**config.mk**
```make
export PLATFORM = sky130hd
export DESIGN_NAME = sd_spi_writer
export DESIGN_NICKNAME = d
export VERILOG_FILES = /design/src/rtl/sd_spi_writer.sv
export SDC_FILE = /design/constraint.sdc
export NUM_CORES = 1
export LEC_CHECK = 0
export BUFFER_PORTS_ARGS = -buffer_cell sky130_fd_sc_hd__clkbuf_2
export CAP_MARGIN = 20
export CORE_ASPECT_RATIO = 2
export CORE_MARGIN = 4
export CORE_UTILIZATION = 55
export DETAILED_ROUTE_END_ITERATION = 10
export PLACE_DENSITY_LB_ADDON = 0.05
export SLEW_MARGIN = 10
export SYNTH_ARGS = -nofsm -noshare
export SYNTH_HDL_FRONTEND = slang
export SYNTH_SLANG_ARGS = --single-unit
```
**constraint.sdc**
```tcl
create_clock -name clk -period 3.4 [get_ports clk]
set_input_delay 0.51 -clock clk [delete_from_list [all_inputs] [get_ports clk]]
set_output_delay 0.51 -clock clk [all_outputs]
set_load 0.1 [all_outputs]
```
**src/rtl/sd_spi_writer.sv**
```systemverilog
// SPI-mode SD single-block writer: CMD24, R1, token, one 16-bit sample,
// dummy CRC, data-response check and card-busy wait.
module sd_spi_writer #(
  parameter int          CLK_DIV      = 4,
  parameter logic [31:0] BLOCK_ADDR   = 32'h0,
  parameter int          R1_TIMEOUT   = 8,
  parameter int          BUSY_TIMEOUT = 64
) (
  input  logic        clk,
  input  logic        rst,
  input  logic        start,
  input  logic [15:0] data_in,
  output logic        busy,
  output logic        sclk,
  output logic        mosi,
  input  logic        miso,
  output logic        cs
);

  localparam int HALF = CLK_DIV / 2;
  localparam int CW   = (CLK_DIV > 2) ? $clog2(CLK_DIV) : 1;
  localparam int PW   = 16;

  typedef enum logic [3:0] {
    S_IDLE,
    S_CMD,
    S_R1,
    S_TOKEN,
    S_DATA,
    S_CRC,
    S_DRESP,
    S_BUSYW,
    S_FIN
  } state_t;

  state_t          state_q;
  state_t          state_d;
  logic [CW-1:0]   cnt_q;
  logic [5:0]      bit_left_q;
  logic [PW-1:0]   poll_q;
  logic [47:0]     tx_q;
  logic [7:0]      rx_q;
  logic [15:0]     data_q;
  logic            sclk_q;
  logic            cs_q;
  logic            busy_q;

  logic            shifting;
  logic            rise;
  logic            bit_end;
  logic            seg_end;
  logic            r1_last;
  logic            bw_last;
  logic [47:0]     tx_load;
  logic [5:0]      bits_load;

  assign shifting = (state_q != S_IDLE) && (state_q != S_FIN);
  assign rise     = shifting && (cnt_q == CW'(HALF - 1));
  assign bit_end  = shifting && (cnt_q == CW'(CLK_DIV - 1));
  assign seg_end  = bit_end && (bit_left_q == 6'd0);
  assign r1_last  = (poll_q == PW'(R1_TIMEOUT - 1));
  assign bw_last  = (poll_q == PW'(BUSY_TIMEOUT - 1));

  assign busy = busy_q;
  assign cs   = cs_q;
  assign sclk = sclk_q;
  assign mosi = tx_q[47];

  always_ff @(posedge clk or posedge rst) begin
    if (rst) begin
      state_q <= S_IDLE;
    end else begin
      state_q <= state_d;
    end
  end

  // rx_q holds the complete byte when seg_end fires
  always_comb begin
    state_d = state_q;
    unique case (state_q)
      S_IDLE: begin
        if (start) state_d = S_CMD;
      end
      S_CMD: begin
        if (seg_end) state_d = S_R1;
      end
      S_R1: begin
        if (seg_end) begin
          if (!rx_q[7]) begin
            state_d = (rx_q == 8'h00) ? S_TOKEN : S_FIN;
          end else if (r1_last) begin
            state_d = S_FIN;
          end
        end
      end
      S_TOKEN: begin
        if (seg_end) state_d = S_DATA;
      end
      S_DATA: begin
        if (seg_end) state_d = S_CRC;
      end
      S_CRC: begin
        if (seg_end) state_d = S_DRESP;
      end
      S_DRESP: begin
        if (seg_end) begin
          state_d = (rx_q[4:0] == 5'b00101) ? S_BUSYW : S_FIN;
        end
      end
      S_BUSYW: begin
        if (seg_end) begin
          if (rx_q != 8'h00) begin
            state_d = S_FIN;
          end else if (bw_last) begin
            state_d = S_FIN;
          end
        end
      end
      S_FIN: begin
        state_d = S_IDLE;
      end
      default: begin
        state_d = S_IDLE;
      end
    endcase
  end

  always_comb begin
    tx_load   = '1;
    bits_load = 6'd7;
    unique case (1'b1)
      (state_d == S_TOKEN): begin
        tx_load = {8'hFE, 40'hFF_FFFF_FFFF};
      end
      (state_d == S_DATA): begin
        tx_load   = {data_q, 32'hFFFF_FFFF};
        bits_load = 6'd15;
      end
      (state_d == S_CRC): begin
        bits_load = 6'd15;
      end
      default: begin
        tx_load = '1;
      end
    endcase
  end

  always_ff @(posedge clk or posedge rst) begin
    if (rst) begin
      cnt_q      <= '0;
      bit_left_q <= '0;
      poll_q     <= '0;
      tx_q       <= '1;
      rx_q       <= '0;
      data_q     <= '0;
      sclk_q     <= 1'b0;
      cs_q       <= 1'b1;
      busy_q     <= 1'b0;
    end else begin
      cnt_q <= (!shifting || bit_end) ? '0 : cnt_q + CW'(1);

      if (rise) begin
        sclk_q <= 1'b1;
        rx_q   <= {rx_q[6:0], miso};
      end else if (bit_end) begin
        sclk_q <= 1'b0;
      end

      if (state_q == S_IDLE && start) begin
        busy_q     <= 1'b1;
        cs_q       <= 1'b0;
        data_q     <= data_in;
        tx_q       <= {8'h58, BLOCK_ADDR, 8'hFF};
        bit_left_q <= 6'd47;
        poll_q     <= '0;
      end

      if (state_q == S_FIN) begin
        busy_q <= 1'b0;
        cs_q   <= 1'b1;
      end

      if (bit_end && !seg_end) begin
        tx_q       <= {tx_q[46:0], 1'b1};
        bit_left_q <= bit_left_q - 6'd1;
      end

      // polled states reload in place and count their attempts
      if (seg_end) begin
        tx_q       <= tx_load;
        bit_left_q <= bits_load;
        poll_q     <= (state_d == state_q) ? poll_q + PW'(1) : '0;
      end
    end
  end

endmodule

```
==> summary.txt, run 1 <==
Outcome
  • Status: finished clean

CTS
  • Post-CTS repair timing setup buffer count: 0
  • Clock Sinks: 95
  • Hold_buf cts: 0
  • H-tree depth reported by CTS: 3
  • Number of buffers added by the clock tree synthesis step: 9
  • Library cell used as clock root buffer: sky130_fd_sc_hd__clkbuf_16
  • Clock tree buffer depth: 2
  • Clk Latency, worst-skew pair: 0.34 ns
  • Clock slew at the register clock pins of the worst setup and hold paths: 0.07 ns
  • Count of instances resized after the clock tree is built: 0
  • TritonCTS clock tree: yes

Critical path
  • Arrival time worst endpoint: 2.81 ns
  • CP Capture Type: flip-flop
  • Kind of critical path: reg2reg
  • Register-to-register path setup slack: 0.81 ns
  • FF-to-FF End: poll_q[1]
  • Worst R2R Start: bit_left_q[1]
  • Critical Path RT: 3.63 ns
  • Top fanout value on the critical path: 15
  • Startpoint type of the worst setup path: flip-flop
  • Length in cells of the worst reg-to-reg path: 8

Logic synthesis
  • Yosys top cell by area: sky130_fd_sc_hd__dfrtp_1
  • Synth Instances: 503
  • Share of async-settable or async-resettable flops after synthesis: 100%
  • Synth cell count leaders: sky130_fd_sc_hd__nand2_1, sky130_fd_sc_hd__nor2_1, sky130_fd_sc_hd__dfrtp_1
  • Most repeated cell in the gate-level netlist after synthesis: sky130_fd_sc_hd__nand2_1
  • Avg Inst Size Synth: 9.44 um^2
  • Synth Flop Type: sky130_fd_sc_hd__dfrtp_1
  • Yosys synthesis warning count: 0
  • Combined area of all synthesized cells: 4750 um^2
  • Post-Synthesis Net Count: 528
  • Yosys top cell area share: 28.4%
  • Largest cells by area after synthesis: sky130_fd_sc_hd__dfrtp_1, sky130_fd_sc_hd__dfstp_2, sky130_fd_sc_hd__nand2_1, sky130_fd_sc_hd__nor2_1, sky130_fd_sc_hd__a21oi_1
  • Sequential fraction of the synthesis area: 51.1%
  • Library cells used by synthesis: 62
  • FF+latch count, synth: 95
  • Post-synth EDFFs: 0

Detailed routing
  • Final WL: 10.4 mm
  • Detail Route Antenna Nets: 0
  • Post-DR wirelength/cell: 16.8 um
  • Remaining design rule violation count: 0
  • DRT Pass-1 Iters: 4
  • Initial DRC count: 252
  • Post-DR vias/cell: 6.03
  • Routed vias: 3749

Placement
  • Global placer's final weighted congestion: 0.903
  • Number of input and output port buffers inserted: 23
  • Final HPWL from detailed placement: 7.44 mm
  • Worst setup timing slack at the placement stage: 0.841 ns
  • Inst Count DP: 606

STA
  • Largest clock skew in the final design: 0.00833 ns
  • Worst hold margin: 0.266 ns
  • Final min period: 2.59 ns
  • Final max-slew violation count: 0
  • Minimum setup slack in the final design: 0.815 ns
  • Slew at the pin closest to its max-slew limit: 0.816 ns
  • RSZ-0062 raised after global routing: no
  • F_max: 387 MHz
  • Final total negative setup slack: 0 ns
  • Period Utilization, post-route: 76.0%
  • Count of endpoints failing hold in the final timing report: 0
  • Worst relative slew slack: 45.6%
  • Final count of negative-setup-slack endpoints: 0

Flow run
  • Max-cap viol count: 0

Pwr
  • Sequential group share of total power: 54.4%
  • Switching part of the total: 20.6%
  • Clk pwr share: 43.6%
  • Int Power: 1670 uW
  • Gate power share: 2.0%
  • Leak pwr: 0.00229 uW
  • P per Cell Area: 403 nW/um^2
  • Net switching component of the power: 432 uW
  • Peak supply drop: 0.381 mV

Floorplan
  • Die Span Y: 139 um
  • Cell row count: 47
  • Num ports: 24
  • Core Box Area: 8350 um^2
  • DIE WIDTH: 73.7 um
  • Effective utilization at floorplan: 56.9%
  • Die outline area: 10300 um^2

GRT
  • First-pass GRT wire length: 17.8 mm
  • Via count of the first global-routing pass: 3719
  • Maximum number of pins on one net before global-route repair: 50
  • GRT Resource Usage Total: 22.0%
  • Global route overflow: 0
  • Number of antenna violations at the first check in global routing: 0

Min path
  • Class of the tightest hold or removal check: in2async

Final layout
  • N_diodes: 0
  • Non-filler cells, final: 622
  • Filler instances: 736
  • Signed area change from the synthesized netlist to the final layout: 9.69%
  • Fraction of layout instances using a drive strength above 1: 20.6%
  • Final net count: 544
==> per-stage QoR <==
| stage | area [um^2] | utilization, % | power, uW |
|---|---|---|---|
| 3_5_place_dp | 4940 | 59.2 | 1210 |
| 6_report | 5210 | 62.4 | 2100 |
| 3_3_place_gp | 4940 | 59.2 | 1210 |
| 2_1_floorplan | 4750 | - | 1180 |
| 4_1_cts | 5210 | 62.4 | 2130 |
| 5_1_grt | 5210 | 62.4 | 2190 |
==> how the worst max path moves through the flow <==
stage,from,to,slack [ns]
2_1_floorplan,rst,bit_left_q[0],0.48
3_3_place_gp,bit_left_q[0],poll_q[1],0.94
3_5_place_dp,bit_left_q[0],poll_q[1],0.84
4_1_cts,bit_left_q[0],poll_q[1],0.83
5_1_grt,poll_q[0],tx_q[33],0.59
6_report,bit_left_q[1],poll_q[1],0.81
==> metal layers <==
layer  track usage [%]  up-vias  share of wire (%)
li1                  -     1824                  -
met1              26.2     1834                 40
met2              36.5       60                 53
met3              3.68       31                2.2
met4              12.3        0                4.4
met5                 0        -                  0
==> cells in the final DEF, fill, tap and decap left out, types with 4 or more instances in the layout <==
master / count
sky130_fd_sc_hd__buf_4: 6
sky130_fd_sc_hd__xor2_1: 4
sky130_fd_sc_hd__mux2_2: 8
sky130_fd_sc_hd__nor2_1: 72
sky130_fd_sc_hd__and3_1: 4
sky130_fd_sc_hd__and2_1: 8
sky130_fd_sc_hd__o31a_1: 5
sky130_fd_sc_hd__a221o_1: 4
sky130_fd_sc_hd__a21oi_1: 31
sky130_fd_sc_hd__nand3_1: 11
sky130_fd_sc_hd__nor3_1: 13
sky130_fd_sc_hd__ha_1: 5
sky130_fd_sc_hd__nand2_1: 74
sky130_fd_sc_hd__dfstp_2: 41
sky130_fd_sc_hd__dfrtp_1: 54
sky130_fd_sc_hd__nor2b_1: 4
sky130_fd_sc_hd__a31oi_1: 13
sky130_fd_sc_hd__inv_1: 18
sky130_fd_sc_hd__clkbuf_16: 9
sky130_fd_sc_hd__o21ai_0: 27
sky130_fd_sc_hd__clkbuf_2: 23
sky130_fd_sc_hd__nand4_1: 7
sky130_fd_sc_hd__o2bb2ai_1: 11
sky130_fd_sc_hd__o2111ai_1: 9
==> layout make-up <==
type	count	area, um^2	share of cell area, %
Clock buffer	13	250	4.80
Clock inverter	3	17.5	0.336
Inverter	20	76.3	1.46
Multi-Input combinational cell	363	2140	41.0
Sequential cell	95	2430	46.6
Tap cell	98	123	2.35
Timing Repair Buffer	30	180	3.46
==> worst max-delay path, stage by stage, from the launching register on <==
cell                      delay [ns]
sky130_fd_sc_hd__dfrtp_1        0.39
sky130_fd_sc_hd__inv_1          0.10
sky130_fd_sc_hd__ha_1           0.22
sky130_fd_sc_hd__nor2b_1        0.25
sky130_fd_sc_hd__nand3_2        0.21
sky130_fd_sc_hd__nor3_1         0.50
sky130_fd_sc_hd__o21ai_2        0.31
sky130_fd_sc_hd__and2_1         0.26
sky130_fd_sc_hd__a32o_1         0.24
==> registers in the layout (all words and copies together), names as in the netlist, 2 cells and up <==
signal / flops
bit_left_q: 6
cnt_q: 2
state_q: 4
data_q: 16
tx_q: 40
poll_q: 16
rx_q: 8
==> power by group through the flow <==
stage	Sequential [uW]	Clock, uW	Combinational, uW
floorplan	1160	0	23.0
global placement	1160	0	44.0
detailed placement	1160	0	45.2
CTS	1140	945	45.2
global route	1140	998	49.9
finish	1140	915	42.8
==> cell families (layout without fill, tap and decap cells) <==
group / after synthesis / count (layout) / share of synthesized area, %
flops: 95 / 95 / 51.1
xor+xnor: 4 / 4 / 0.737
fa+ha+maj: 5 / 5 / 1.32
mux: 9 / 9 / 2.11
buf+inv: 45 / 66 / 3.92
compound gates: 129 / 129 / 19.0
simple gates: 216 / 216 / 21.8
Power figures use the tool's default switching activity.
==> run 2, diff against run 1 <==
--- a/config.mk
+++ b/config.mk
@@ -5,6 +5,7 @@
 export SDC_FILE = /design/constraint.sdc
 export NUM_CORES = 1
 export LEC_CHECK = 0
+export ABC_AREA = 1
 export BUFFER_PORTS_ARGS = -buffer_cell sky130_fd_sc_hd__clkbuf_2
 export CAP_MARGIN = 20
 export CORE_ASPECT_RATIO = 2
==> constraint.sdc (replaced) <==
create_clock -name clk -period 2.2 [get_ports clk]
set_input_delay 0.33 -clock clk [delete_from_list [all_inputs] [get_ports clk]]
set_output_delay 0.33 -clock clk [all_outputs]
set_load 0.1 [all_outputs]
==> run 2 against run 1 <==
Compared with the run above: fmax increased by 25%; synthesized area is 2.6% higher; largest power group unchanged; clock power is 68% higher; largest cell class unchanged; combinational power grew 49%; non-clock buffer count is 19 higher; register-to-register slack worse by 0.68 ns; critical path depth is 6 higher; design area rose by 8.1%; global-route usage down 0.38 points; highest routed layer unchanged; count of clock-buffer cells in the layout down 4; critical path type unchanged; core utilization up 2.7 points; die area rose by 2.4%.
==> summary.txt, run 2 <==
Critical path
  • Startpoint type of the worst setup path: flip-flop (unchanged)
  • Worst Setup SP: bit_left_q[0] (was bit_left_q[1])
  • Register-to-register path setup slack: 0.13 ns (was 0.81 ns)
  • Kind of critical path: reg2reg (unchanged)
  • Arrival time worst endpoint: 2.36 ns (was 2.81 ns)
  • Critical Path RT: 2.49 ns (was 3.63 ns)
  • Worst R2R Start: bit_left_q[0] (was bit_left_q[1])
  • CP Capture Type: flip-flop (unchanged)
  • Length in cells of the worst reg-to-reg path: 14 (was 8)
  • FF-to-FF End: poll_q[13] (was poll_q[1])
  • Top fanout value on the critical path: 8 (was 15)
  • End point of the critical path: poll_q[13] (was poll_q[1])

Placement
  • Final HPWL from detailed placement: 7.14 mm (was 7.44 mm)
  • Worst setup timing slack at the placement stage: 0.0503 ns (was 0.841 ns)
  • Inst Count DP: 705 (was 606)
  • Placed cell areas: 5190 um^2 (was 4940 um^2)
  • Global placer's final weighted congestion: 0.919 (was 0.903)
  • Number of input and output port buffers inserted: 23 (unchanged)

Logic synthesis
  • Yosys top cell area share: 27.7% (was 28.4%)
  • Yosys top cell by area: sky130_fd_sc_hd__dfrtp_1 (unchanged)
  • Combined area of all synthesized cells: 4880 um^2 (was 4750 um^2)
  • Share of async-settable or async-resettable flops after synthesis: 100% (unchanged)
  • Post-synth EDFFs: 0 (unchanged)
  • Synth cell count leaders: sky130_fd_sc_hd__nand2_1, sky130_fd_sc_hd__inv_1, sky130_fd_sc_hd__dfrtp_1 (was sky130_fd_sc_hd__nand2_1, sky130_fd_sc_hd__nor2_1, sky130_fd_sc_hd__dfrtp_1)
  • Sequential fraction of the synthesis area: 49.8% (was 51.1%)
  • Synth Instances: 586 (was 503)
  • FF+latch count, synth: 95 (unchanged)
  • Avg Inst Size Synth: 8.32 um^2 (was 9.44 um^2)
  • Library cells used by synthesis: 41 (was 62)
  • Synth Flop Type: sky130_fd_sc_hd__dfrtp_1 (unchanged)
  • Post-Synthesis Net Count: 611 (was 528)
  • Yosys synthesis warning count: 0 (unchanged)
  • Largest cells by area after synthesis: sky130_fd_sc_hd__dfrtp_1, sky130_fd_sc_hd__dfstp_2, sky130_fd_sc_hd__nand2_1, sky130_fd_sc_hd__inv_1, sky130_fd_sc_hd__nand3_1 (was sky130_fd_sc_hd__dfrtp_1, sky130_fd_sc_hd__dfstp_2, sky130_fd_sc_hd__nand2_1, sky130_fd_sc_hd__nor2_1, sky130_fd_sc_hd__a21oi_1)
  • Most repeated cell in the gate-level netlist after synthesis: sky130_fd_sc_hd__nand2_1 (unchanged)

STA
  • F_max: 483 MHz (was 387 MHz)
  • Minimum setup slack in the final design: 0.131 ns (was 0.815 ns)
  • Largest clock skew in the final design: 0.00885 ns (was 0.00833 ns)
  • Worst hold margin: 0.0965 ns (was 0.266 ns)
  • Final total negative setup slack: 0 ns (unchanged)
  • Final count of negative-setup-slack endpoints: 0 (unchanged)
  • Period Utilization, post-route: 94.1% (was 76.0%)
  • Worst relative slew slack: 52.5% (was 45.6%)
  • Final min period: 2.07 ns (was 2.59 ns)
  • Count of endpoints failing hold in the final timing report: 0 (unchanged)
  • Slew at the pin closest to its max-slew limit: 0.712 ns (was 0.816 ns)
  • Final max-slew violation count: 0 (unchanged)

Final layout
  • Non-filler cells, final: 728 (was 622)
  • Number of flip-flops in the largest register: 40 (unchanged)
  • Cell area after layout: 5630 um^2 (was 5210 um^2)
  • Most common library cell in the layout ignoring fill and taps: sky130_fd_sc_hd__nand2_1 (unchanged)
  • Regs by FF count: tx_q x40, data_q x16, poll_q x16 (unchanged)
  • Fraction of layout instances using a drive strength above 1: 24.4% (was 20.6%)
  • Leading cell types in the layout, fill and taps excluded: sky130_fd_sc_hd__nand2_1, sky130_fd_sc_hd__inv_1, sky130_fd_sc_hd__dfrtp_1 (was sky130_fd_sc_hd__nand2_1, sky130_fd_sc_hd__nor2_1, sky130_fd_sc_hd__dfrtp_1)
  • Top register by number of flip-flops: tx_q (unchanged)
  • Signed area change from the synthesized netlist to the final layout: 15.5% (was 9.69%)
  • N_diodes: 0 (unchanged)
  • Final net count: 648 (was 544)

Detailed routing
  • Initial DRC count: 224 (was 252)
  • Routed vias: 3924 (was 3749)
  • Post-DR vias/cell: 5.39 (was 6.03)
  • Final WL: 10.4 mm (about the same)
  • Post-DR wirelength/cell: 14.3 um (was 16.8 um)
  • Remaining design rule violation count: 0 (unchanged)
  • DRT Pass-1 Iters: 4 (unchanged)
  • Detail Route Antenna Nets: 0 (unchanged)

CTS
  • Clock tree buffer depth: 2 (unchanged)
  • H-tree depth reported by CTS: 3 (unchanged)
  • Clock Sinks: 95 (unchanged)
  • TritonCTS clock tree: yes (unchanged)
  • Clk Latency, worst-skew pair: 0.35 ns (was 0.34 ns)
  • Library cell used as clock root buffer: sky130_fd_sc_hd__clkbuf_16 (unchanged)
  • Number of buffers added by the clock tree synthesis step: 9 (unchanged)
  • Clock slew at the register clock pins of the worst setup and hold paths: 0.07 ns (about the same)

Pwr
  • P per Cell Area: 597 nW/um^2 (was 403 nW/um^2)
  • Sequential group share of total power: 52.4% (was 54.4%)
  • Clk pwr share: 45.7% (was 43.6%)
  • Net switching component of the power: 785 uW (was 432 uW)
  • Switching part of the total: 23.4% (was 20.6%)
  • Gate power share: 1.9% (was 2.0%)
  • Leak pwr: 0.00276 uW (was 0.00229 uW)
  • Int Power: 2580 uW (was 1670 uW)
  • Peak supply drop: 0.534 mV (was 0.381 mV)

Floorplan
  • DIE WIDTH: 74.6 um (was 73.7 um)
  • Num ports: 24 (unchanged)
  • Die outline area: 10500 um^2 (was 10300 um^2)
  • Die Span Y: 141 um (was 139 um)
  • Core Box Area: 8650 um^2 (was 8350 um^2)
  • Cell row count: 48 (was 47)
  • Effective utilization at floorplan: 56.4% (was 56.9%)

GRT
  • Global route overflow: 0 (unchanged)
  • Maximum number of pins on one net before global-route repair: 61 (was 50)
  • First-pass GRT wire length: 18.0 mm (was 17.8 mm)
  • Number of antenna violations at the first check in global routing: 0 (unchanged)
  • GRT Resource Usage Total: 21.6% (was 22.0%)
  • Via count of the first global-routing pass: 4010 (was 3719)

Min path
  • Class of the tightest hold or removal check: in2async (unchanged)

Outcome
  • Status: finished clean (unchanged)

Flow run
  • Max-cap viol count: 0 (unchanged)
==> run 2: how the worst min path moves through the flow <==
stage | to | slack [ns] | cells after the start
6_report | poll_q[1] | 0.1 | 3
5_1_grt | poll_q[1] | 0.13 | 3
4_1_cts | poll_q[7] | 0.11 | 3
3_3_place_gp | cnt_q[0] | 0.45 | 1
2_1_floorplan | cnt_q[0] | 0.44 | 1
3_5_place_dp | cs | 0.46 | 2
==> run 2: layer usage <==
layer	up-vias	share of wire, %	track usage [%]
met5	-	0	0
met4	0	1.8	8.44
met3	18	2.8	3.64
met2	68	54	37.2
met1	1880	41	26.3
li1	1958	-	-
==> run 2: per-stage QoR <==
| step | total power [uW] | util (%) |
|---|---|---|
| floorplan | 1830 | - |
| global placement | 1860 | 60.0 |
| detailed placement | 1860 | 60.0 |
| CTS | 3410 | 63.4 |
| global route | 3480 | 65.1 |
| finish | 3360 | 65.1 |
==> run 2: timing repair <==
action                                  CTS  global route
endpoints found under the setup margin    0            33
hold endpoints to repair                  0             0
setup buffers                             0             5
hold buffers                              0             0
gates resized for setup                   0            21
==> run 2: cells by family after synthesis <==
| group | Yosys count | share of synthesized area [%] |
|---|---|---|
| AO/OA/AOI/OAI | 77 | 10.4 |
| XOR/XNOR | 7 | 1.64 |
| buffers and inverters | 101 | 8.37 |
| AND/OR/NAND/NOR | 300 | 28.3 |
| multiplexers | 1 | 0.231 |
| adder cells (fa/ha/maj) | 5 | 1.28 |
| flip-flops | 95 | 49.8 |
==> run 2: power by group through the flow <==
| stage | Combinational, uW | Clock [uW] | Sequential (uW) |
|---|---|---|---|
| 6_report | 63.9 | 1540 | 1760 |
| 5_1_grt | 75.3 | 1640 | 1760 |
| 4_1_cts | 67.0 | 1580 | 1760 |
| 3_5_place_dp | 66.7 | 0 | 1790 |
| 3_3_place_gp | 65.9 | 0 | 1790 |
| 2_1_floorplan | 35.1 | 0 | 1790 |
==> run 2: worst max-delay path: stages (launching register included) <==
cell                        delay (ns)
sky130_fd_sc_hd__dfrtp_1          0.36
sky130_fd_sc_hd__inv_1            0.11
sky130_fd_sc_hd__ha_4             0.14
sky130_fd_sc_hd__nand4_1          0.08
sky130_fd_sc_hd__buf_4            0.17
sky130_fd_sc_hd__nor2_8           0.13
sky130_fd_sc_hd__a21boi_2         0.07
sky130_fd_sc_hd__nor2_1           0.13
sky130_fd_sc_hd__nand2_2          0.09
sky130_fd_sc_hd__inv_2            0.09
sky130_fd_sc_hd__nand2_2          0.07
sky130_fd_sc_hd__a21oi_4          0.24
sky130_fd_sc_hd__clkbuf_16        0.21
sky130_fd_sc_hd__nand3_1          0.07
sky130_fd_sc_hd__nand2_1          0.06
==> run 2: cell type report <==
cell class / instances / area [um^2]
fillers: 766 / 3020
clock inverters: 7 / 68.8
repair buffers: 49 / 369
flip-flops and latches: 95 / 2430
well taps: 100 / 125
multi-input cells: 391 / 2120
inverters: 77 / 293
clock buffers: 9 / 225
